<file path="src/rtl/poly_coef_bank.sv">
// poly_coef_bank: double-buffered coefficient store for a Horner-form polynomial
// estimator. Coefficients are written into a shadow bank at any time. A commit
// copies the shadow bank into the active bank, but only while the block is idle.
// On rd_start the active bank is streamed from the highest index down to index 0.
//
// Stream handshake: a beat transfers on a rising edge where coef_valid and
// coef_ready are both high. While coef_valid is high, coef_out, coef_idx and
// coef_last hold steady until that beat transfers. coef_valid never depends
// combinationally on coef_ready.
module poly_coef_bank #(
    parameter int G_POLY_ORDER = 5,
    parameter int G_CWIDTH     = 24,
    localparam int N           = G_POLY_ORDER + 1,
    localparam int AW          = (N > 1) ? $clog2(N) : 1
) (
    input  logic                clk,
    input  logic                reset,
    input  logic                enable,
    input  logic                wr_en,
    input  logic [AW-1:0]       wr_addr,
    input  logic [G_CWIDTH-1:0] wr_data,
    input  logic                commit,
    output logic                commit_pending,
    input  logic                rd_start,
    output logic [G_CWIDTH-1:0] coef_out,
    output logic [AW-1:0]       coef_idx,
    output logic                coef_valid,
    input  logic                coef_ready,
    output logic                coef_last,
    output logic                busy,
    output logic [1:0]          dbg_state
);

    localparam logic [AW-1:0] LAST_IDX = AW'(N - 1);

    typedef enum logic [1:0] {
        ST_IDLE   = 2'd0,
        ST_ARMED  = 2'd1,
        ST_STREAM = 2'd2
    } state_t;

    state_t              state_q, state_d;
    logic [AW-1:0]       coef_idx_q, coef_idx_d;
    logic                pending_q, pending_d;
    logic [G_CWIDTH-1:0] shadow_q [N];
    logic [G_CWIDTH-1:0] shadow_d [N];
    logic [G_CWIDTH-1:0] active_q [N];
    logic [G_CWIDTH-1:0] active_d [N];
    logic                swap;
    logic                beat_done;
    logic                wr_hit;

    // The swap fires in IDLE whenever a commit is pending; enable low blocks it.
    assign swap      = enable && (state_q == ST_IDLE) && pending_q;
    assign beat_done = (state_q == ST_STREAM) && coef_ready;
    assign wr_hit    = wr_en && (wr_addr <= LAST_IDX);

    // State register plus all datapath flops; reset clears everything.
    always_ff @(posedge clk) begin
        if (reset) begin
            state_q    <= ST_IDLE;
            coef_idx_q <= '0;
            pending_q  <= 1'b0;
            for (int i = 0; i < N; i++) begin
                shadow_q[i] <= '0;
                active_q[i] <= '0;
            end
        end else begin
            state_q    <= state_d;
            coef_idx_q <= coef_idx_d;
            pending_q  <= pending_d;
            for (int i = 0; i < N; i++) begin
                shadow_q[i] <= shadow_d[i];
                active_q[i] <= active_d[i];
            end
        end
    end

    // Next-state logic: enable low abandons everything and parks in IDLE.
    always_comb begin
        state_d = state_q;
        if (!enable) begin
            state_d = ST_IDLE;
        end else begin
            case (state_q)
                ST_IDLE: begin
                    // A pending swap takes priority; a simultaneous rd_start waits one cycle in ARMED.
                    if (pending_q) begin
                        if (rd_start) state_d = ST_ARMED;
                    end else if (rd_start) begin
                        state_d = ST_STREAM;
                    end
                end
                ST_ARMED:  state_d = ST_STREAM;
                ST_STREAM: begin
                    if (beat_done && (coef_idx_q == '0)) state_d = ST_IDLE;
                end
                default:   state_d = ST_IDLE;
            endcase
        end
    end

    // Datapath: index counter, commit flag, shadow writes and the bank swap.
    always_comb begin
        coef_idx_d = coef_idx_q;
        pending_d  = pending_q;
        for (int i = 0; i < N; i++) begin
            shadow_d[i] = shadow_q[i];
            active_d[i] = active_q[i];
        end

        // Shadow writes are accepted in every state, even with enable low.
        if (wr_hit) shadow_d[wr_addr] = wr_data;

        // Swap copies the registered shadow, so a write issued alongside commit is already in it.
        if (swap) begin
            for (int i = 0; i < N; i++) active_d[i] = shadow_q[i];
        end

        // A fresh commit re-arms even on the swap edge; otherwise the swap clears it.
        if (commit)    pending_d = 1'b1;
        else if (swap) pending_d = 1'b0;

        if (!enable) begin
            coef_idx_d = '0;
        end else begin
            case (state_q)
                ST_IDLE: begin
                    if (!pending_q && rd_start) coef_idx_d = LAST_IDX;
                end
                ST_ARMED:  coef_idx_d = LAST_IDX;
                ST_STREAM: begin
                    if (beat_done) coef_idx_d = (coef_idx_q == '0) ? '0 : coef_idx_q - 1'b1;
                end
                default:   coef_idx_d = '0;
            endcase
        end
    end

    // Outputs are decoded from registered state only.
    always_comb begin
        coef_valid     = (state_q == ST_STREAM);
        coef_out       = coef_valid ? active_q[coef_idx_q] : '0;
        coef_idx       = coef_idx_q;
        coef_last      = coef_valid && (coef_idx_q == '0);
        busy           = (state_q != ST_IDLE);
        commit_pending = pending_q;
        dbg_state      = state_q;
    end

endmodule
</file>
<file path="config.mk">
export PLATFORM = sky130hd
export DESIGN_NAME = poly_coef_bank
export DESIGN_NICKNAME = d
export VERILOG_FILES = /design/src/rtl/poly_coef_bank.sv
export SDC_FILE = /design/constraint.sdc
export NUM_CORES = 1
export LEC_CHECK = 0
export ABC_AREA = 1
export ABC_CLOCK_PERIOD_IN_PS = 5290
export BUFFER_PORTS_ARGS = -buffer_cell sky130_fd_sc_hd__buf_2
export CORE_ASPECT_RATIO = 1.5
export CORE_UTILIZATION = 50
export CTS_CLUSTER_DIAMETER = 200
export DETAILED_ROUTE_END_ITERATION = 8
export GPL_TIMING_DRIVEN = 0
export PLACE_DENSITY_LB_ADDON = 0.12
export SLEW_MARGIN = 20
export SYNTH_ARGS = -nofsm -noshare
export SYNTH_HDL_FRONTEND = slang
export SYNTH_SLANG_ARGS = --single-unit
</file>
<file path="constraint.sdc">
create_clock -name clk -period 5.29 [get_ports clk]
set_input_delay 0.529 -clock clk [delete_from_list [all_inputs] [get_ports clk]]
set_output_delay 0.529 -clock clk [all_outputs]
set_load 0.01 [all_outputs]
</file>
==> results of run 1 <==
## cells by family after synthesis
| logic type | Yosys count |
|---|---|
| simple gates | 428 |
| compound gates | 340 |
| buf+inv | 349 |
| flops | 297 |
## stage by stage
step	total power, mW	cell area (µm²)	setup WS (ns)
after floorplan	2.874	12180	0.9618
after global placement	3.030	12910	-0.9690
after detailed placement	3.032	12990	3.159
after CTS	5.171	14000	2.568
after global routing	5.316	14000	2.427
final	5.155	14000	2.605
## worst register-to-register path, stage by stage (launching register included)
cell and delay, ns:
dfxtp_1 0.36, nor2_2 0.15, inv_2 0.06, nor2_2 0.11, nand2_1 0.10, nand2_4 0.24, buf_16 0.29, buf_16 0.30
## routing by layer
metal  track usage  vias to the layer above  share of wire
li1              -                     4677              -
met1        0.3126                     4266           0.42
met2        0.4541                      229           0.51
met3       0.02511                       44          0.047
met4       0.06082                        2          0.018
met5             0                        -        0.00040
## layout make-up
type / count / area share
clock inverters: 11 / 0.01269
plain buffers: 88 / 0.03038
well taps: 319 / 0.02851
clock buffers: 41 / 0.05943
inverters: 261 / 0.06997
multi-input cells: 768 / 0.2424
flip-flops and latches: 297 / 0.5276
repair buffers: 69 / 0.02895
## power by group
part           switching [mW]  internal [mW]  total, mW
clock network           0.841           1.33       2.17
logic                   0.306          0.125      0.431
registers              0.0289           2.52       2.55
total                    1.18           3.98       5.15
## flip-flops by register name, summed over array words and instances (netlist names), named ones only
name / cells
dbg_state: 2
coef_idx: 3
commit_pending: 1
shadow_q: 144
active_q: 144
## cells in the final DEF (no fill, tap or decap)
| cell type | instances |
|---|---|
| o21ai_0 | 151 |
| nor2_1 | 202 |
| nand3_1 | 55 |
| inv_1 | 256 |
| buf_12 | 1 |
| buf_2 | 106 |
| clkbuf_8 | 4 |
| clkinv_1 | 2 |
| o21ai_1 | 20 |
| nor2_2 | 3 |
| a21oi_1 | 169 |
| edfxtp_1 | 144 |
| clkinv_2 | 4 |
| nand2_4 | 1 |
| buf_6 | 6 |
| bufinv_16 | 5 |
| nand2_1 | 166 |
| clkbuf_16 | 30 |
| clkbuf_1 | 48 |
| buf_1 | 1 |
| nand2_2 | 1 |
| inv_2 | 5 |
| buf_16 | 2 |
| dfxtp_1 | 153 |
## worst max-delay path by stage
stage / to / slack [ns] / depth (start not counted)
5_1_grt: coef_out[18] / 2.43 / 8
6_report: coef_out[8] / 2.61 / 7
4_1_cts: coef_out[18] / 2.57 / 8
3_3_place_gp: active_q[3][15] / -0.97 / 4
2_1_floorplan: active_q[0][0] / 0.96 / 5
3_5_place_dp: coef_out[18] / 3.16 / 8
==> results by group, run 1 <==
Cells and area
  – Multi-input gate area: 3395 µm²
  – Filler cell count: 2201
  – Share of layout cells above drive strength 1: 0.1094
  – Sequential cell area: 7387 µm²
  – Final core occ: 0.5876
  – Antenna cell count: 0
  – Non-Filler Instances: 1854
  – # nets final: 1547
  – Synth-to-layout area growth: 14.96%

Logic synthesis
  – Yosys reg bits: 297
  – Syn_nets: 1448
  – Multiplexer share of the synthesized area: 0
  – Post-synth top area share: 0.3550
  – Post-synth top flop: dfxtp_1
  – Post-Synth Simple-Gate Area: 0.1384
  – Commonest cells in the netlist: inv_1 (256), nor2_1 (202), a21oi_1 (169)
  – Cell Area, Synth: 12180 µm²
  – Most common cell in the netlist: inv_1
  – Synth warnings: 0
  – Cells after Synth: 1414
  – Netlist cell types: 16
  – Synth Area in Compound Gates: 0.1397
  – Seq/Total Area, Yosys: 0.6065
  – Avg Cell Area, Syn: 8.613 µm²
  – Largest family of logic cells by synthesized area: compound AO/OA/AOI/OAI gates
  – Area share of xor/xnor cells in the synthesized design: 0
  – Adder-Cell Fraction of Synth Area: 0
  – Cell taking the most area after synthesis: edfxtp_1
  – Synth async-reset ratio: 0
  – Top area cells in the synthesized netlist: edfxtp_1 (36%), dfxtp_1 (25%), inv_1 (7.9%)
  – EDFF count, synth: 144

Worst setup path
  – R2R Setup Slk: 3.29 ns
  – CP cell instances: buf_2, buf_2, nand3_1, nand2_1, nand2_1, a21oi_1, buf_2
  – Slowest CP cell: dfxtp_1
  – CP bufs+invs: 3
  – Worst Path Max Fanout: 10
  – Critical Path RT: 4.76 ns
  – FF-to-FF End: active_q[3][12]
  – Reg2Reg Depth: 7
  – Most numerous cell on the critical path: buf_2
  – Arr. time, crit path: 2.16 ns
  – CP top delay family: buffers and inverters
  – Critical Path Max Stage Delay: 0.35 ns
  – Worst R2R Start: dbg_state[1]
  – Setup crit start kind: register
  – Critical path class: reg -> out
  – CP Capture Type: output port

Placed design
  – Placed insts: 1802
  – Post-DP HPWL: 22200 µm
  – Placer Congestion: 0.8227
  – PortBufs: 66

STA
  – Final Hold Vio Count: 0
  – Slew headroom: 0.5273
  – Period minus WS final: 2.685 ns
  – Setup violators final: 0
  – Pins over their slew limit: 0
  – Setup_tns: 0 ns
  – Slew @ Worst Pin: 0.7091 ns
  – RSZ-0062 raised after global routing: no
  – Tcrit/Tclk final: 0.5075
  – Worst hold slack: 0.1955 ns
  – Fmax: 372.5 MHz
  – Clk_skew: 0.01191 ns

Die
  – Die H: 193.1 µm
  – Starting Density: 0.5111
  – Core ar.: 23830 µm²
  – Num rows: 69
  – Die ar.: 25000 µm²
  – Die X: 129.4 µm
  – Top Ports: 67

Pwr
  – Cell Pwr Density: 368.2 nW/µm²
  – Leakage: 5.543 nW
  – Max VDD drop: 0.2520 mV

Global routing
  – Total track usage: 0.2482
  – Vias in the first global route: 8576
  – First-pass GRT wire length: 46380 µm
  – Initial antenna violation count: 1
  – Largest net degree at the start of global routing: 54
  – GRT overflow: 0

Clocking
  – Post-CTS setup buffer count: 0
  – H-tree Lvls: 1
  – Clk sinks: 297
  – Clk pin slew, worst setup/hold paths: 0.06 ns
  – Worst-case clock buffer depth: 3
  – Root Buffer: clkbuf_16
  – Post-cts resize count: 0
  – Number of CTS-inserted buffers: 28
  – Worst-Skew Late Latency: 0.54 ns
  – CTS tree: built
  – Hold buffers post-CTS: 0

Drt
  – DRC viols: 0
  – Avg Vias per Cell: 4.972
  – Vias: 9218
  – Remaining antenna violation count after routing: 0
  – First-pass iteration count of the detailed router: 5
  – WL final: 30240 µm
  – Avg WL per Cell: 16.31 µm
  – Initial drt markers: 532

Hold path
  – Worst Hold Launch: commit
  – Hold endpoint: commit_pending
  – HP Class: in -> reg
  – Hold path depth: 3

Run
  – Max-cap viol count: 0

Run status
  – Status: finished, final reports clean
(Power assumes the default switching activity.)
==> run 2: changes to the inputs <==
ABC_CLOCK_PERIOD_IN_PS = 2500   (was 5290)
clock period = 2.5 ns   (was 5.29 ns; I/O delays follow)
==> run 2 against run 1 <==
Compared with the run above:
- largest cell class unchanged
- register-to-register slack worse by 2.9 ns
- worst setup slack got worse by 2.5 ns
- flip-flop and latch count stayed put
- count of clock-buffer cells in the layout fell by 1
- critical endpoint is now coef_out[20]
- highest routed layer is now met4
- die area stayed put
- critical path depth grew 2
- power up 100%
- clock skew is 0.0019 ns higher
==> results by group, run 2 (synthesis results as in run 1) <==
Pwr
  – Comb pwr share: 0.087 (+0.003)
  – P_int: 7.945 mW (+100%)
  – Sequential share of power: 0.516 (+0.021)
  – Clock Power Share: 0.397 (-0.024)
  – Design Power: 10.47 mW (+100%)
  – Cell Pwr Density: 753.3 nW/µm² (+100%)
  – Switching Share: 0.2410 (+0.01285)
  – NetSw: 2.523 mW (+110%)
  – Leakage: 5.480 nW (-1.1%)
  – Max VDD drop: 0.5556 mV (+120%)

Cells and area
  – Antenna cell count: 0 (unchanged)
  – Final core occ: 0.5831 (-0.004464)
  – # nets final: 1549 (+0.13%)
  – Share of layout cells above drive strength 1: 0.1074 (-0.002094)
  – Most common cell after layout, fill and taps aside: inv_1
  – Most frequent cells in the layout: inv_1 (256), nor2_1 (202), a21oi_1 (169), nand2_1 (166), dfxtp_1 (152)
  – Synth-to-layout area growth: 14.08%

Worst setup path
  – Setup crit start kind: register
  – Critical Path RT: 2.25 ns (-2.51 ns)
  – CP Capture Type: output port
  – Critical path class: reg -> out
  – Worst R2R Start: dbg_state[1]
  – Reg2Reg Depth: 6 (-1)
  – Arr. time, crit path: 2.12 ns (-0.04 ns)
  – Worst Path Max Fanout: 10 (unchanged)
  – R2R Setup Slk: 0.35 ns (-2.94 ns)
  – FF-to-FF End: active_q[0][17]

Hold path
  – Worst Hold Launch: wr_data[20]
  – Hold endpoint: shadow_q[0][92]
  – Hold path depth: 3 (unchanged)
  – HP Class: in -> reg

STA
  – Pins over their slew limit: 0 (unchanged)
  – RSZ-0062 raised after global routing: no
  – Slew headroom: 0.5447 (+0.01738)
  – Period minus WS final: 2.368 ns
  – Fmax: 422.2 MHz
  – Tcrit/Tclk final: 0.9473
  – Slew @ Worst Pin: 0.6830 ns (-0.02606 ns)
  – Final Hold Vio Count: 0 (unchanged)
  – Setup violators final: 0 (unchanged)
  – Clk_skew: 0.01383 ns (+0.001915 ns)
  – Setup_tns: 0 ns (unchanged)

Clocking
  – Clk sinks: 297 (unchanged)
  – Post-CTS setup buffer count: 0 (unchanged)
  – Worst-case clock buffer depth: 3 (unchanged)
  – Worst-Skew Late Latency: 0.54 ns (about the same)
  – H-tree Lvls: 1 (unchanged)
  – Number of CTS-inserted buffers: 28 (unchanged)
  – CTS tree: built
  – Root Buffer: clkbuf_16
  – Clk pin slew, worst setup/hold paths: 0.06 ns (about the same)

Run status
  – Status: finished, final reports clean

Placed design
  – Post-DP HPWL: 22100 µm (-0.47%)
  – Placer Congestion: 0.8102 (-1.5%)
  – PortBufs: 66 (unchanged)

Die
  – Core ar.: 23830 µm² (unchanged)
  – Top Ports: 67 (unchanged)
  – Num rows: 69 (unchanged)
  – Die ar.: 25000 µm² (unchanged)
  – Starting Density: 0.5111 (unchanged)
  – Die H: 193.1 µm (unchanged)
  – Die X: 129.4 µm (unchanged)

Global routing
  – First-pass GRT wire length: 46960 µm (+1.3%)
  – Total track usage: 0.2531 (+0.004971)
  – GRT overflow: 0 (unchanged)
  – Initial antenna violation count: 0 (-1)
  – Vias in the first global route: 8721 (+1.7%)
  – Largest net degree at the start of global routing: 77 (+43%)

Drt
  – WL final: 30970 µm (+2.4%)
  – First-pass iteration count of the detailed router: 5 (unchanged)
  – Vias: 9331 (+1.2%)
  – Avg WL per Cell: 16.68 µm (+2.3%)
  – DRC viols: 0 (unchanged)
  – Initial drt markers: 539 (+1.3%)
  – Remaining antenna violation count after routing: 0 (unchanged)
  – Avg Vias per Cell: 5.027 (+1.1%)

Run
  – Max-cap viol count: 0 (unchanged)
-- run 2: final cells by class --
cell class | count | area (µm²)
fillers | 2223 | 9933
clock buffers | 40 | 807.0
multi-input cells | 768 | 3403
repair buffers | 71 | 397.9
flip-flops and latches | 297 | 7388
inverters | 261 | 979.7
clock inverters | 12 | 86.33
plain buffers | 88 | 432.9
well taps | 319 | 399.1
-- run 2: metrics by stage --
stage,cells,worst slack (ns),cell area [µm²],hold WS (ns)
finish,1856,0.1317,13890,0.07915
global route,1856,0.007703,13890,0.08660
CTS,1856,0.06228,13890,0.06502
detailed placement,1800,0.4176,12950,0.4436
global placement,1799,-0.1539,12920,0.4382
floorplan,1414,0.3291,12190,0.3627
-- run 2: repair_timing --
| item | CTS | global route |
|---|---|---|
| hold buffers | 4 | 0 |
| setup endpoints to repair | 0 | 17 |
| endpoints found under the hold margin | 4 | 0 |
| resized for setup | 0 | 4 |
-- run 2: how the worst max path moves through the flow --
stage                      start               to
floorplan           dbg_state[1]   active_q[0][0]
finish                  register     coef_out[20]
CTS                     register      coef_out[4]
detailed placement  dbg_state[1]  active_q[1][13]
global route            register      coef_out[7]
global placement    dbg_state[1]  active_q[1][13]
-- run 2: metal layers --
metal  vias up  track usage  share of wire
met4         0      0.09928          0.034
met3        65      0.02732          0.054
met5         -            0              0
met2       275       0.4487           0.49
met1      4307       0.3150           0.42
li1       4684            -              -
-- run 2: worst max-delay path: stages (launching register included) --
cell and delay, ns:
dfxtp_2 0.37, inv_2 0.05, buf_2 0.19, buf_2 0.22, nand2_1 0.10, nand3_1 0.10, nand2_1 0.11, nand2_1 0.05
a21oi_1 0.20, buf_2 0.17
-- run 2: power by group through the flow --
stage | clock [mW] | combinational (mW) | sequential (mW)
2_1_floorplan | 0 | 0.564 | 5.50
6_report | 4.16 | 0.912 | 5.40
3_5_place_dp | 0 | 0.899 | 5.51
4_1_cts | 4.20 | 0.910 | 5.40
5_1_grt | 4.38 | 1.02 | 5.42
3_3_place_gp | 0 | 0.877 | 5.51
==> run 3: changes to the inputs <==
--- a/config.mk
+++ b/config.mk
@@ -8,3 +8,2 @@
 export ABC_AREA = 1
-export ABC_CLOCK_PERIOD_IN_PS = 2500
 export BUFFER_PORTS_ARGS = -buffer_cell sky130_fd_sc_hd__buf_2
==> constraint.sdc (replaced) <==
create_clock -name clk -period 2.5 [get_ports clk]
set_input_delay 0.125 -clock clk [delete_from_list [all_inputs] [get_ports clk]]
set_output_delay 0.125 -clock clk [all_outputs]
set_load 0.01 [all_outputs]
==> run 3 against run 2 <==
Compared with the run above:
- fmax is 2.1% higher
- die area unchanged
- first-iteration DRC count grew 1.9%
- critical path type unchanged
- power is 0.24% higher
- flip-flop and latch count is the same
==> results by group, run 3 (synthesis results as in run 1) <==
Clocking
  – CTS tree: built
  – Post-CTS setup buffer count: 0 (unchanged)
  – H-tree Lvls: 1 (unchanged)
  – Worst-case clock buffer depth: 3 (unchanged)
  – Clk sinks: 297 (unchanged)
  – Clk pin slew, worst setup/hold paths: 0.06 ns (about the same)
  – Root Buffer: clkbuf_16
  – Number of CTS-inserted buffers: 28 (unchanged)
  – Worst-Skew Late Latency: 0.54 ns (about the same)

Global routing
  – First-pass GRT wire length: 47220 µm (+0.54%)
  – Total track usage: 0.2542 (+0.001048)
  – Initial antenna violation count: 0 (unchanged)
  – Largest net degree at the start of global routing: 77 (unchanged)
  – Vias in the first global route: 8787 (+0.76%)
  – GRT overflow: 0 (unchanged)

STA
  – Period minus WS final: 2.321 ns (-0.04766 ns)
  – RSZ-0062 raised after global routing: no
  – Final Hold Vio Count: 0 (unchanged)
  – Clk_skew: 0.009676 ns (-0.004152 ns)
  – Fmax: 430.9 MHz (+2.1%)
  – Final setup margin: 0.1794 ns (+0.04766 ns)
  – Setup violators final: 0 (unchanged)
  – Slew headroom: 0.5520 (+0.007368)
  – Tcrit/Tclk final: 0.9283 (-0.01906)
  – Pins over their slew limit: 0 (unchanged)
  – Setup_tns: 0 ns (unchanged)
  – Slew @ Worst Pin: 0.6719 ns (-0.01105 ns)

Worst setup path
  – Worst R2R Start: dbg_state[1]
  – Arr. time, crit path: 2.20 ns (+0.08 ns)
  – R2R Setup Slk: 0.38 ns (+0.03 ns)
  – Critical path class: reg -> out
  – CP Capture Type: output port
  – Critical Path RT: 2.38 ns (+0.13 ns)
  – Reg2Reg Depth: 6 (unchanged)
  – FF-to-FF End: active_q[0][17]
  – Worst Path Max Fanout: 10 (unchanged)
  – Setup crit start kind: register

Pwr
  – Cell Pwr Density: 743.9 nW/µm² (-1.3%)
  – NetSw: 2.528 mW (+0.20%)
  – Leakage: 5.571 nW (+1.7%)
  – P_int: 7.965 mW (+0.26%)
  – Switching Share: 0.2409 (about the same)
  – Max VDD drop: 0.5517 mV (-0.69%)
  – Sequential share of power: 0.515 (about the same)
  – Comb pwr share: 0.089 (+0.002)
  – Clock Power Share: 0.396 (about the same)

Die
  – Die H: 193.1 µm (unchanged)
  – Die X: 129.4 µm (unchanged)
  – Core ar.: 23830 µm² (unchanged)
  – Top Ports: 67 (unchanged)
  – Num rows: 69 (unchanged)
  – Starting Density: 0.5111 (unchanged)
  – Die ar.: 25000 µm² (unchanged)

Drt
  – Avg Vias per Cell: 5.003 (-0.49%)
  – Remaining antenna violation count after routing: 0 (unchanged)
  – Vias: 9395 (+0.69%)
  – First-pass iteration count of the detailed router: 5 (unchanged)
  – Avg WL per Cell: 16.58 µm (-0.64%)
  – DRC viols: 0 (unchanged)
  – Initial drt markers: 549 (+1.9%)
  – WL final: 31130 µm (+0.54%)

Hold path
  – Worst Hold Launch: wr_data[15]
  – HP Class: in -> reg
  – Hold endpoint: shadow_q[0][63]
  – Hold path depth: 3 (unchanged)

Run
  – Max-cap viol count: 0 (unchanged)

Cells and area
  – Non-Filler Instances: 1878 (+1.2%)
  – Sequential cell area: 7387 µm² (about the same)
  – Antenna cell count: 0 (unchanged)
  – Synth-to-layout area growth: 15.82%
  – Share of layout cells above drive strength 1: 0.1052 (-0.002156)
  – Multi-input gate area: 3403 µm² (unchanged)
  – Most common cell after layout, fill and taps aside: inv_1
  – # nets final: 1571 (+1.4%)
  – Most frequent cells in the layout: inv_1 (256), nor2_1 (202), a21oi_1 (169), nand2_1 (166), dfxtp_1 (153)
  – Filler cell count: 2208 (-0.67%)
  – Final core occ: 0.5920 (+0.008874)

Run status
  – Status: finished, final reports clean

Placed design
  – Placer Congestion: 0.8102 (unchanged)
  – Placed insts: 1800 (unchanged)
  – Post-DP HPWL: 22100 µm (unchanged)
  – PortBufs: 66 (unchanged)
  – Post-Place Worst Slack: 0.4176 ns (unchanged)
-- run 3: cell count changes in the layout (fill, tap and decap cells not counted), sizes merged --
cell,change
dlygate4sd3,+22
buf,+3
clkbuf,-3
-- run 3: cell type report --
type                    instances  share of cell area
clock inverters                12            0.006120
inverters                     261             0.06945
repair buffers                 93             0.04382
multi-input cells             768              0.2413
plain buffers                  88             0.03016
clock buffers                  40             0.05721
well taps                     319             0.02830
flip-flops and latches        297              0.5237
-- run 3: per-layer routing --
metal | up-vias | share of wire | global-route usage
li1 | 4725 | - | -
met1 | 4320 | 0.42 | 0.3170
met2 | 288 | 0.49 | 0.4498
met3 | 62 | 0.058 | 0.02759
met4 | 0 | 0.033 | 0.09973
met5 | - | 0 | 0
-- run 3: how the worst max path moves through the flow --
stage	start	end	slack [ns]	cells past startpoint
6_report	register	coef_out[4]	0.18	7
5_1_grt	register	coef_out[10]	0.05	8
4_1_cts	register	coef_out[4]	0.19	7
3_5_place_dp	dbg_state[1]	active_q[1][13]	0.42	6
3_3_place_gp	dbg_state[1]	active_q[1][13]	-0.15	5
2_1_floorplan	dbg_state[1]	active_q[0][0]	0.33	5
-- run 3: stage by stage --
| step | total power, mW | hold slack [ns] | instance area, µm² |
|---|---|---|---|
| finish | 10.49 | 0.008807 | 14110 |
| global route | 10.85 | 0.02094 | 14110 |
| CTS | 10.53 | 0.0002493 | 14110 |
| detailed placement | 6.406 | 0.3347 | 12950 |
| global placement | 6.387 | 0.3316 | 12920 |
| floorplan | 6.063 | 0.2377 | 12190 |
-- run 3: power groups by stage --
stage	sequential [mW]	clock, mW	combinational (mW)
after detailed placement	5.51	0	0.899
after CTS	5.40	4.20	0.936
after floorplan	5.50	0	0.564
final	5.40	4.16	0.936
after global routing	5.42	4.38	1.04
after global placement	5.51	0	0.877
-- run 3: critical path, cell delays in order (launching register included) --
cell	delay, ns
dfxtp_1	0.35
buf_2	0.32
buf_2	0.32
nand3_1	0.19
nand2_1	0.12
nand2_1	0.06
a21oi_1	0.14
buf_2	0.15
-- run 3: timing repair --
action | in CTS | in global routing
hold endpoints to repair | 95 | 0
hold buffers | 26 | 0
gates resized for setup | 0 | 0
